`config.mk`:
```
export PLATFORM = sky130hd
export DESIGN_NAME = adivinhador_auto
export DESIGN_NICKNAME = d
export VERILOG_FILES = /design/src/rtl/adivinhador_auto.sv
export SDC_FILE = /design/constraint.sdc
export NUM_CORES = 1
export LEC_CHECK = 0
export CORE_MARGIN = 8
export CORE_UTILIZATION = 55
export DETAILED_ROUTE_END_ITERATION = 10
export PLACE_DENSITY = 0.79
export SLEW_MARGIN = 20
export SYNTH_ARGS = -nofsm -noshare
export SYNTH_HDL_FRONTEND = slang
export SYNTH_SLANG_ARGS = --single-unit
```
`constraint.sdc`:
```
create_clock -name clk -period 7.2 [get_ports clk]
set_input_delay 1.44 -clock clk [delete_from_list [all_inputs] [get_ports clk]]
set_output_delay 1.44 -clock clk [all_outputs]
set_load 0.03 [all_outputs]
```
`src/rtl/adivinhador_auto.sv`:
```
// Automatic binary-search guesser for the two-part password game (senha A, then senha B).
// Optional parity cross-check on the final hit is enabled by defining ADIVINHADOR_PARIDADE_EN.
module adivinhador_auto #(
   parameter int WA       = 4,
   parameter int WB       = 3,
   parameter int MAX_TENT = 9
) (
   input  logic          clk,
   input  logic          rst_n,
   input  logic          iniciar,
   input  logic [1:0]    comp,
   input  logic          paridade,
   output logic [WA-1:0] tentativaA,
   output logic [WB-1:0] tentativaB,
   output logic          modoB,
   output logic          ocupado,
   output logic          concluido,
   output logic          erro,
   output logic [WA-1:0] resultadoA,
   output logic [WB-1:0] resultadoB,
   output logic [3:0]    num_tentativas
);

   typedef enum logic [2:0] {OCIOSO, AVALIA_A, AVALIA_B, FIM, ERRO} estadoT;

   localparam logic [1:0]    C_MENOR = 2'b00;
   localparam logic [1:0]    C_MAIOR = 2'b01;
   localparam logic [1:0]    C_IGUAL = 2'b10;
   localparam logic [1:0]    C_ILEGAL = 2'b11;
   localparam logic [WA:0]   HI_A  = (WA+1)'((1 << WA) - 1);
   localparam logic [WA:0]   HI_B  = (WA+1)'((1 << WB) - 1);
   localparam logic [WA-1:0] TA0   = WA'(((1 << WA) - 1) >> 1);
   localparam logic [WB-1:0] TB0   = WB'(((1 << WB) - 1) >> 1);
   localparam logic [3:0]    LIMITE = 4'(MAX_TENT);

   estadoT        state, stateNxt;
   logic [WA:0]   lo, hi, loNxt, hiNxt;
   logic [WA-1:0] tentANxt, resANxt;
   logic [WB-1:0] tentBNxt, resBNxt;
   logic          modoBNxt;
   logic [3:0]    numNxt, countInc;

   // One search step shared by both phases; lo/hi are one bit wider so g+1 never wraps.
   logic [WA:0]   gCur, loStep, hiStep, sumStep;
   logic [WA-1:0] guessStep;
   logic          stepBad, parityBad;

`ifdef ADIVINHADOR_PARIDADE_EN
   assign parityBad = (^tentativaA) ^ (^tentativaB) ^ paridade;
`else
   logic unusedParidade;
   assign unusedParidade = paridade;
   assign parityBad      = 1'b0;
`endif

   always_comb begin
      gCur     = (state == AVALIA_B) ? (WA+1)'(tentativaB) : (WA+1)'(tentativaA);
      loStep   = lo;
      hiStep   = hi;
      if (comp == C_MENOR) loStep = gCur + (WA+1)'(1);
      if (comp == C_MAIOR) hiStep = gCur - (WA+1)'(1);
      sumStep  = loStep + hiStep;
      guessStep = WA'(sumStep >> 1);
      // g-1 at g=0 would wrap to all ones, so flag it explicitly as an empty range
      stepBad  = (comp == C_ILEGAL) || (comp == C_MAIOR && gCur == '0) || (loStep > hiStep);
      countInc = num_tentativas + 4'd1;
   end

   always_comb begin
      stateNxt = state;
      loNxt    = lo;
      hiNxt    = hi;
      tentANxt = tentativaA;
      tentBNxt = tentativaB;
      modoBNxt = modoB;
      resANxt  = resultadoA;
      resBNxt  = resultadoB;
      numNxt   = num_tentativas;
      case (state)
         OCIOSO, FIM, ERRO: begin
            if (iniciar) begin
               stateNxt = AVALIA_A;
               loNxt    = '0;
               hiNxt    = HI_A;
               tentANxt = TA0;
               tentBNxt = '0;
               modoBNxt = 1'b0;
               resANxt  = '0;
               resBNxt  = '0;
               numNxt   = '0;
            end
         end
         AVALIA_A: begin
            numNxt = countInc;
            if (comp == C_IGUAL) begin
               stateNxt = AVALIA_B;
               resANxt  = tentativaA;
               loNxt    = '0;
               hiNxt    = HI_B;
               tentBNxt = TB0;
               modoBNxt = 1'b1;
            end else if (stepBad || countInc == LIMITE) begin
               stateNxt = ERRO;
            end else begin
               loNxt    = loStep;
               hiNxt    = hiStep;
               tentANxt = guessStep;
            end
         end
         AVALIA_B: begin
            numNxt = countInc;
            if (comp == C_IGUAL) begin
               resBNxt  = tentativaB;
               stateNxt = parityBad ? ERRO : FIM;
            end else if (stepBad || countInc == LIMITE) begin
               stateNxt = ERRO;
            end else begin
               loNxt    = loStep;
               hiNxt    = hiStep;
               tentBNxt = guessStep[WB-1:0];
            end
         end
         default: stateNxt = OCIOSO;
      endcase
   end

   always_ff @(posedge clk or negedge rst_n) begin
      if (!rst_n) begin
         state          <= OCIOSO;
         lo             <= '0;
         hi             <= '0;
         tentativaA     <= '0;
         tentativaB     <= '0;
         modoB          <= 1'b0;
         resultadoA     <= '0;
         resultadoB     <= '0;
         num_tentativas <= '0;
      end else begin
         state          <= stateNxt;
         lo             <= loNxt;
         hi             <= hiNxt;
         tentativaA     <= tentANxt;
         tentativaB     <= tentBNxt;
         modoB          <= modoBNxt;
         resultadoA     <= resANxt;
         resultadoB     <= resBNxt;
         num_tentativas <= numNxt;
      end
   end

   assign ocupado   = (state == AVALIA_A) || (state == AVALIA_B);
   assign concluido = (state == FIM);
   assign erro      = (state == ERRO);

endmodule

```
# [Word-level counts from Yosys, hierarchy flattened]
# Index checks and enable logic that the tools add are counted.
# Widths: inputs -> output; s select.
[totals] regBits=32 word_cells=85
[classes] n_addsub=4 magnitude_cmp=1 eq_ne=15 muxes=36 reduce_logical=20
[ops] operator="$mux 5" count=10
[ops] operator="$pmux 5 s3" count=2
[ops] operator="$mux 3" count=9
[ops] operator="$mux 4" count=6
[ops] operator="$pmux 4 s2" count=3
[ops] operator="$pmux 3 s3" count=2
[ops] operator="$ne 2x2->1 const B" count=6
[ops] operator="$reduce_and 3->1" count=3
[ops] operator="$eq 3x2->1 const B" count=2
[ops] operator="$pmux 3 s2" count=1
[ops] operator="$reduce_bool 2->1" count=3
[ops] operator="$add 4x1->5 const B" count=1
[ops] operator="$add 5x5->5" count=1
[ops] operator="$gt 5x5->1" count=1
[ops] operator="$logic_not 5->1" count=1
[ops] operator="$reduce_and 5->1" count=1
[ops] operator="$sub 4x1->5 const B" count=1
[ops] operator="$add 4x1->4 const B" count=1
[ops] operator="$eq 2x2->1 const B" count=2
[ops] operator="$eq 4x4->1 const B" count=1
[ops] operator="$logic_or 1x1->1" count=4
[ops] operator="$reduce_and 4->1" count=1
[ops] operator="$eq 3x1->1 const B" count=1
[ops] operator="$eq 3x3->1 const B" count=1
[ops] operator="11 further kinds" count=12

# [Depth between registers and ports, before layout]
# Gate-level depths: netlist of run 1.
[depth] depth_word=10 ltp_mapped=16 depth_no_buf=14

# [Worst setup path after synthesis of run 1]
# OpenSTA, ideal clock, no wires.
[synth_timing] path_kind="input port to flip-flop" startpoint="input port comp[1]" endpoint="register hi[3]" setup_time_ns=0.080 arrival_ns=3.869 t_required_ns=7.120 path_slack_ns=3.251 stages=12 path_buffers=1 cell_sequence="nand2b_1 -> clkbuf_1 -> nor2_1 -> a21oi_1 -> inv_1 -> ha_1 -> or4bb_1 -> o21ai_0 -> o22ai_2 -> nand2_2 -> mux2_4 -> nor3_2"
[synth_via] elab_chain_cells=8 elab_cells_between_ends=17 classes_between="order compare: 1; eq/ne: 4; mux: 6; reduce/logical: 6"
[synth_lines] element="from (decl)" line="11" rtl="input logic [1:0] comp,"
[synth_lines] element="$eq 2x1->1 or $logic_not 2->1 (tied branches)" line="61, 65, 60"
[synth_lines] element="$mux 5, or another cell as far along" line="61" rtl="if (comp == C_MAIOR) hiStep = gCur - (WA+1)'(1);"
[synth_lines] element="$gt 5x5->1 or $logic_or 1x1->1 (tied branches)" line="65" rtl="stepBad = (comp == C_ILEGAL) || (comp == C_MAIOR && gCur == '0) || (loStep > hiStep);"
[synth_lines] element="$logic_or 1x1->1" line="65"
[synth_lines] element="$logic_or 1x1->1" line="102, 115"
[synth_lines] element="$mux 5" line="102, 115"
[synth_lines] element="$mux 5, on equally long branches" line="112, 95"
[synth_lines] element="$pmux 5 s3" line="79" rtl="case (state)"
[synth_lines] element="to (signal assigned)" line="141" rtl="hi <= hiNxt;"
[synth_lines] element="to (decl)" line="37" rtl="logic [WA:0] lo, hi, loNxt, hiNxt;"
# Parallel ways exist; a longest one is shown, timed or not. The select of a mux whose other input is x is not followed.
# A chain may end at the register's enable or synchronous reset.

# [Final worst setup path of run 1]
[layout_timing] startpoint="input port comp[1]" endpoint="register tentativaB[1]"
[layout_via] elab_chain_cells=7 elab_cells_between_ends=19 classes_between="add/sub: 1; order compare: 1; eq/ne: 6; mux: 5; reduce/logical: 6"
[layout_lines] element="$eq 2x1->1 or $logic_not 2->1 (tied branches)" line="61, 65, 60"
[layout_lines] element="$mux 5, or another cell as far along" line="61"
[layout_lines] element="$gt 5x5->1 or $logic_or 1x1->1 (tied branches)" line="65"
[layout_lines] element="$logic_or 1x1->1" line="65"
[layout_lines] element="$logic_or 1x1->1" line="115" rtl="end else if (stepBad || countInc == LIMITE) begin"
[layout_lines] element="$ne 2x2->1 (no line)"
[layout_lines] element="$reduce_and 5->1 (no line)"
[layout_lines] element="to (signal assigned)" line="143" rtl="tentativaB <= tentBNxt;"
[layout_lines] element="to (decl)" line="14" rtl="output logic [WB-1:0] tentativaB,"
# Parallel ways exist; a longest one is shown, timed or not. The select of a mux whose other input is x is not followed.

==> results of run 1 <==
[stage by stage]
step / total power (uW) / hold slack, ns / std cells
after CTS: 1260 / 0.485 / 319
after global placement: 1090 / 0.461 / 312
after detailed placement: 1100 / 0.470 / 312
after global routing: 1360 / 0.490 / 319
final: 1260 / 0.483 / 319
after floorplan: 910 / 0.465 / 247
[cell usage after synthesis (2+ instances only)]
| cell type | n |
|---|---|
| a21boi_0 | 2 |
| a21o_1 | 5 |
| a21oi_1 | 16 |
| a21oi_2 | 2 |
| a22o_1 | 5 |
| a2bb2oi_1 | 2 |
| a31oi_1 | 2 |
| buf_2 | 3 |
| buf_4 | 2 |
| buf_6 | 2 |
| clkbuf_1 | 4 |
| dfrtp_1 | 32 |
| ha_1 | 13 |
| inv_1 | 18 |
| mux2_2 | 2 |
| mux2i_1 | 4 |
| nand2_1 | 20 |
| nand2b_1 | 4 |
| nand3_1 | 10 |
| nand4_1 | 3 |
| nor2_1 | 20 |
| nor2b_1 | 4 |
| nor3_1 | 4 |
| o211a_1 | 2 |
| o211ai_1 | 2 |
| o21ai_0 | 14 |
| o21bai_1 | 2 |
| o31ai_1 | 3 |
| o32a_1 | 2 |
| or2_2 | 3 |
| or2b_1 | 2 |
| xnor2_1 | 5 |
| xor2_1 | 2 |
[layout make-up]
cell class	count	area (um^2)	share of cell area
Multi-Input combinational cell	185	1310	0.503
Sequential cell	32	801	0.307
Timing Repair Buffer	27	268	0.103
Clock buffer	7	96.3	0.0370
Inverter	18	67.6	0.0259
Tap cell	50	62.6	0.0240
[state kept, by name, indices dropped and copies added, names as in the netlist]
signal	cells
hi	5
lo	5
num_tentativas	4
resultadoA	4
tentativaA	4
resultadoB	3
state	3
tentativaB	3
modoB	1
[worst max-delay path, cell delays in order]
cell and delay [ns]:
clkdlybuf4s50_1 0.48, nand2b_1 0.39, o31ai_1 0.50, ha_1 0.36, or4bb_1 0.55, o22ai_2 0.29, nand3_4 0.27, a21oi_2 0.26
a2bb2oi_1 0.18
[routing by layer]
layer | vias up | wire length, um | share of wire
met3 | 12 | 352 | 0.066
met4 | 0 | 146 | 0.027
met5 | - | 0 | 0
li1 | 938 | - | -
met2 | 61 | 2440 | 0.46
met1 | 941 | 2370 | 0.45
[kinds of logic (layout without fill, tap and decap cells)]
group	count (synthesis)	in the layout	synth area share
buffers and inverters	30	52	0.0617
xor gates and xnor gates	7	7	0.0272
AOI/OAI and AO/OA	75	75	0.240
adders and majority gates	14	14	0.0812
and+or+nand+nor	81	81	0.190
muxes	8	8	0.0445
DFF	32	32	0.356
[cells in the final DEF, fill, tap and decap left out, drive strengths merged, types with 2 or more instances in the layout]
cell / count
or3b: 2
nand3: 12
a21boi: 2
xnor2: 5
a21o: 5
nand2: 21
o21bai: 2
clkdlybuf4s50: 26
clkbuf: 7
a31oi: 2
nand4: 3
nor2b: 4
or2b: 2
o211a: 2
inv: 18
dfrtp: 32
a2bb2oi: 2
o22ai: 2
mux2: 3
ha: 13
nor3: 5
or2: 3
o211ai: 2
nand2b: 4
o32a: 2
a21oi: 18
xor2: 2
nor2: 20
mux2i: 5
o21ai: 14
o31ai: 3
a22o: 5
[where the power goes]
group	total [uW]	switching [uW]	leakage, uW	internal, uW
registers	335	95.5	0.000404	239
clock network	151	66.1	0.0000503	85.1
logic	772	459	0.000700	313
total	1260	621	0.00115	637
[final timing paths]
path	start	endpoint	slack, ns	cells past startpoint
hold / removal	modoB	modoB	0.48	1
hold reg to reg	modoB	modoB	0.48	1
setup / recovery	comp[1]	tentativaB[1]	2.68	9
max in group asynchronous	rst_n	tentativaA[0]	5.34	2
setup reg to reg	state[1]	tentativaB[1]	2.87	12
min in group asynchronous	rst_n	modoB	1.55	2
==> results.yml, run 1 <==
power_and_ir_drop:
  power.leakage_uw: 0.00115
  vdd_ir_drop_max_v: 0.000275
  power_density_mw_per_mm2: 483
global_routing:
  grt_max_degree: 33
  antenna_found_initial: 0
  gr-usage-all-layers: 0.177
  grt_pass1_wl_mm: 8.87
  grt_pass1_vias: 1856
  met2_usage: 0.266
  grt-ovfl-total: 0
  busiest_layer: "met2"
  met3_usage: 0.0473
  grt.met1_usage: 0.226
synth:
  synth_edf_count: 0
  async_flop_share: 1.00
  synth_nets: 267
  syn_area_per_cell_um2: 9.11
  synth_top_flop_cell: "dfrtp_1"
  synth_top_area_frac: 0.356
  ys_warn_count: 0
  ys_types: 64
  netlist_area_mm2: 0.00225
  yosys-top-cells-area: "dfrtp_1 (36%), ha_1 (7.2%), a21oi_1 (3.6%)"
  syn_inst: 247
  synth_top_area_cell: "dfrtp_1"
  synth_seq_area_share: 0.356
  ys_ff_latch: 32
floorplanning:
  dieWidth_um: 80.0
  die_area_mm2: 0.00640
  start_util: 0.567
  io_pins: 28
  dieHeight_um: 80.0
  design.core.area_mm2: 0.00397
  rows: 23
worst_hold_path:
  hp-class: "register to register"
clocking:
  ctsLongestPathBuffers: 2
  ctsHtreeMaxLevel: 2
  cts_buffers: 5
  cts_sinks: 32
  ctsHoldBuffers: 0
  cts_resized: 0
  cts-root-buf: "clkbuf_8"
  postCtsSetupRepairBufs: 0
  clkLatencyLatePin_ns: 0.29
  cts_tree: "done"
  path_clk_slew_ns: 0.07
place:
  port_buffers: 26
  hpwlAfterDp_mm: 3.81
  place_worst_setup_slack_ns: 2.38
  place_area_mm2: 0.00251
  finalWeightedCongestion: 0.861
setup_path:
  cp_data_required_time_ns: 7.41
  critPathKind: "primary input to register"
  critPathCaptureType: "register"
  cp_max_fo: 19
  cp.arrival_ns: 4.73
  critPathLaunchType: "primary input"
status:
  outcome: "finished, final reports clean"
final_layout:
  postLayoutCoreUtil: 0.656
  fill_cells: 337
  num-nets-final: 289
  drive_gt1_frac: 0.0929
  n_antenna_cell: 0
  area_delta_synth_final_pct: 15.8
  stdcell_area_mm2: 0.00261
timing:
  clock-skew-final_ns: 0.00616
  fin_tns_setup_ns: 0
  min_period_ns: 4.52
  finalWorstSetupSlack_ns: 2.68
  report.final.slew_viol_count: 0
  rsz0062_at_grt: "no"
  period_share: 0.628
  fmaxAchievable_mhz: 221
  slew_headroom: 0.585
  hold_viol: 0
  worst_pin_slew_ns: 0.617
  final-setup-viol-count: 0
route:
  wl_per_cell_um: 16.6
  drtIter0Drc: 182
  routed_via_density: 6.12
  drcViolationCount: 0
  drtPass1Iterations: 4
  via_count: 1952
  final_antenna_net_count: 0
  routed_wl_mm: 5.31
job:
  maxCapViolCount: 0
Note: power is estimated with default switching activity, not from simulation.
==> run 2, diff against run 1 <==
CORE_UTILIZATION = 50   (was 55)
PLACE_DENSITY = 0.76   (was 0.79)
clock period = 4.15 ns   (was 7.2 ns; I/O delays follow)
==> run 2 against run 1 <==
Effect of this change: critical path depth grew 2; sequential share of layout area shrank 0.73 points; flip-flop and latch count is the same; hold slack lost 0.0085 ns; clock power grew 64%; die area grew 8.0%; combinational power grew 88%; setup slack lost 2.3 ns; wire length grew 1.8%; critical path type is now register to register.
==> results.yml, run 2 (same netlist as run 1, synthesis figures left out) <==
setup_path:
  critPathLaunchType: "register"
  cp_max_fo: 19
  r2r_start: "state[0]"
  r2r_end: "tentativaB[1]"
  cp.arrival_ns: 4.00
  rr_worst_depth: 11
  critPathCaptureType: "register"
  rrSetupSlack_ns: 0.35
  critPathKind: "register to register"
  cp_data_required_time_ns: 4.35
clocking:
  cts_buffers: 5
  cts-root-buf: "clkbuf_8"
  cts_resized: 0
  ctsLongestPathBuffers: 2
  clkLatencyLatePin_ns: 0.28
  path_clk_slew_ns: 0.07
  ctsHoldBuffers: 0
  postCtsSetupRepairBufs: 0
  cts_sinks: 32
  ctsHtreeMaxLevel: 2
  cts_tree: "done"
global_routing:
  gr-usage-all-layers: 0.162
  grt_pass1_vias: 1988
  antenna_found_initial: 0
  grt_max_degree: 33
  grt_pass1_wl_mm: 9.47
  grt-ovfl-total: 0
job:
  maxCapViolCount: 0
route:
  drtIter0Drc: 98
  via_count: 1962
  drcViolationCount: 0
  wl_per_cell_um: 16.3
  final_antenna_net_count: 0
  routed_wl_mm: 5.41
  routed_via_density: 5.93
  drtPass1Iterations: 4
place:
  place_area_mm2: 0.00258
  finalWeightedCongestion: 0.871
  hpwlAfterDp_mm: 4.01
  port_buffers: 26
timing:
  clock-skew-final_ns: 0.00700
  final-setup-viol-count: 0
  report.final.slew_viol_count: 0
  fmaxAchievable_mhz: 263
  period_share: 0.916
  fin_tns_setup_ns: 0
  worst_pin_slew_ns: 0.600
  min_period_ns: 3.80
  hold_viol: 0
  slew_headroom: 0.596
  rsz0062_at_grt: "no"
power_and_ir_drop:
  vdd_ir_drop_max_v: 0.000473
  power_density_mw_per_mm2: 833
  power.leakage_uw: 0.00119
final_layout:
  n_antenna_cell: 0
  drive_gt1_frac: 0.118
  final_common_cell: "dfrtp_1"
  final_cell_mix: "dfrtp_1 (32), clkdlybuf4s50_1 (26), nand2_1 (20), nor2_1 (20), inv_1 (18)"
  area_delta_synth_final_pct: 18.6
  top_regs: "hi (5), lo (5)"
  stdcell_area_mm2: 0.00267
  postLayoutCoreUtil: 0.613
  num-nets-final: 298
worst_hold_path:
  min_to: "modoB"
  hp-start: "modoB"
  whs_path_depth: 1
  hp-class: "register to register"
floorplanning:
  start_util: 0.517
  design.core.area_mm2: 0.00435
  dieWidth_um: 83.1
  rows: 24
  die_area_mm2: 0.00690
  dieHeight_um: 83.1
  io_pins: 28
status:
  outcome: "finished, final reports clean"
run 2: changes by cell type in the layout (fill, tap and decap cells not counted):
cell      before  now
buf_4          1   10
clkbuf_1       0    2
clkbuf_8       7    6
run 2: through the flow:
step                      hold WS (ns)  power, uW  std cells  setup WS [ns]
after CTS                        0.481       2230        331          0.352
after floorplan                  0.465       1580        247          0.496
after detailed placement         0.466       1980        323         0.0601
final                            0.474       2220        331          0.350
after global placement           0.461       1950        323          0.149
after global routing             0.504       2400        331          0.169
run 2: how the worst max path moves through the flow:
stage / startpoint / cells after the start / endpoint / slack [ns]
finish: state[0] / 11 / tentativaB[1] / 0.35
global placement: comp[1] / 9 / tentativaB[1] / 0.15
global route: state[0] / 11 / tentativaB[0] / 0.17
CTS: state[0] / 11 / tentativaB[0] / 0.35
floorplan: state[0] / 14 / hi[3] / 0.50
detailed placement: comp[1] / 9 / tentativaB[0] / 0.06
run 2: power by group:
group / internal, uW / switching [uW] / leakage, uW
sequential: 416 / 111 / 0.000404
clock: 135 / 111 / 0.0000455
combinational: 587 / 862 / 0.000745
run 2: worst max-delay path: stages, from the launching register on:
cell       delay (ns)
dfrtp_1          0.40
or3b_1           0.59
a21o_1           0.27
ha_1             0.22
xor2_1           0.16
o21ai_0          0.25
ha_1             0.29
or4bb_1          0.53
o22ai_2          0.30
nand3_4          0.27
a21oi_2          0.27
a2bb2oi_1        0.16
run 2: area by class of cell:
type,count,area [um^2]
inverter,18,67.6
tap,52,65.1
clock buffer,8,90.1
fill,391,1680
timing repair buffer,36,335
multi-input combinational,185,1310
sequential,32,801
run 2: per-layer routing:
| metal | routed length [um] | global-route usage | up-vias |
|---|---|---|---|
| li1 | - | - | 950 |
| met1 | 2570 | 0.200 | 952 |
| met2 | 2480 | 0.259 | 51 |
| met3 | 278 | 0.0498 | 9 |
| met4 | 79 | 0.0559 | 0 |
| met5 | 0 | 0 | - |
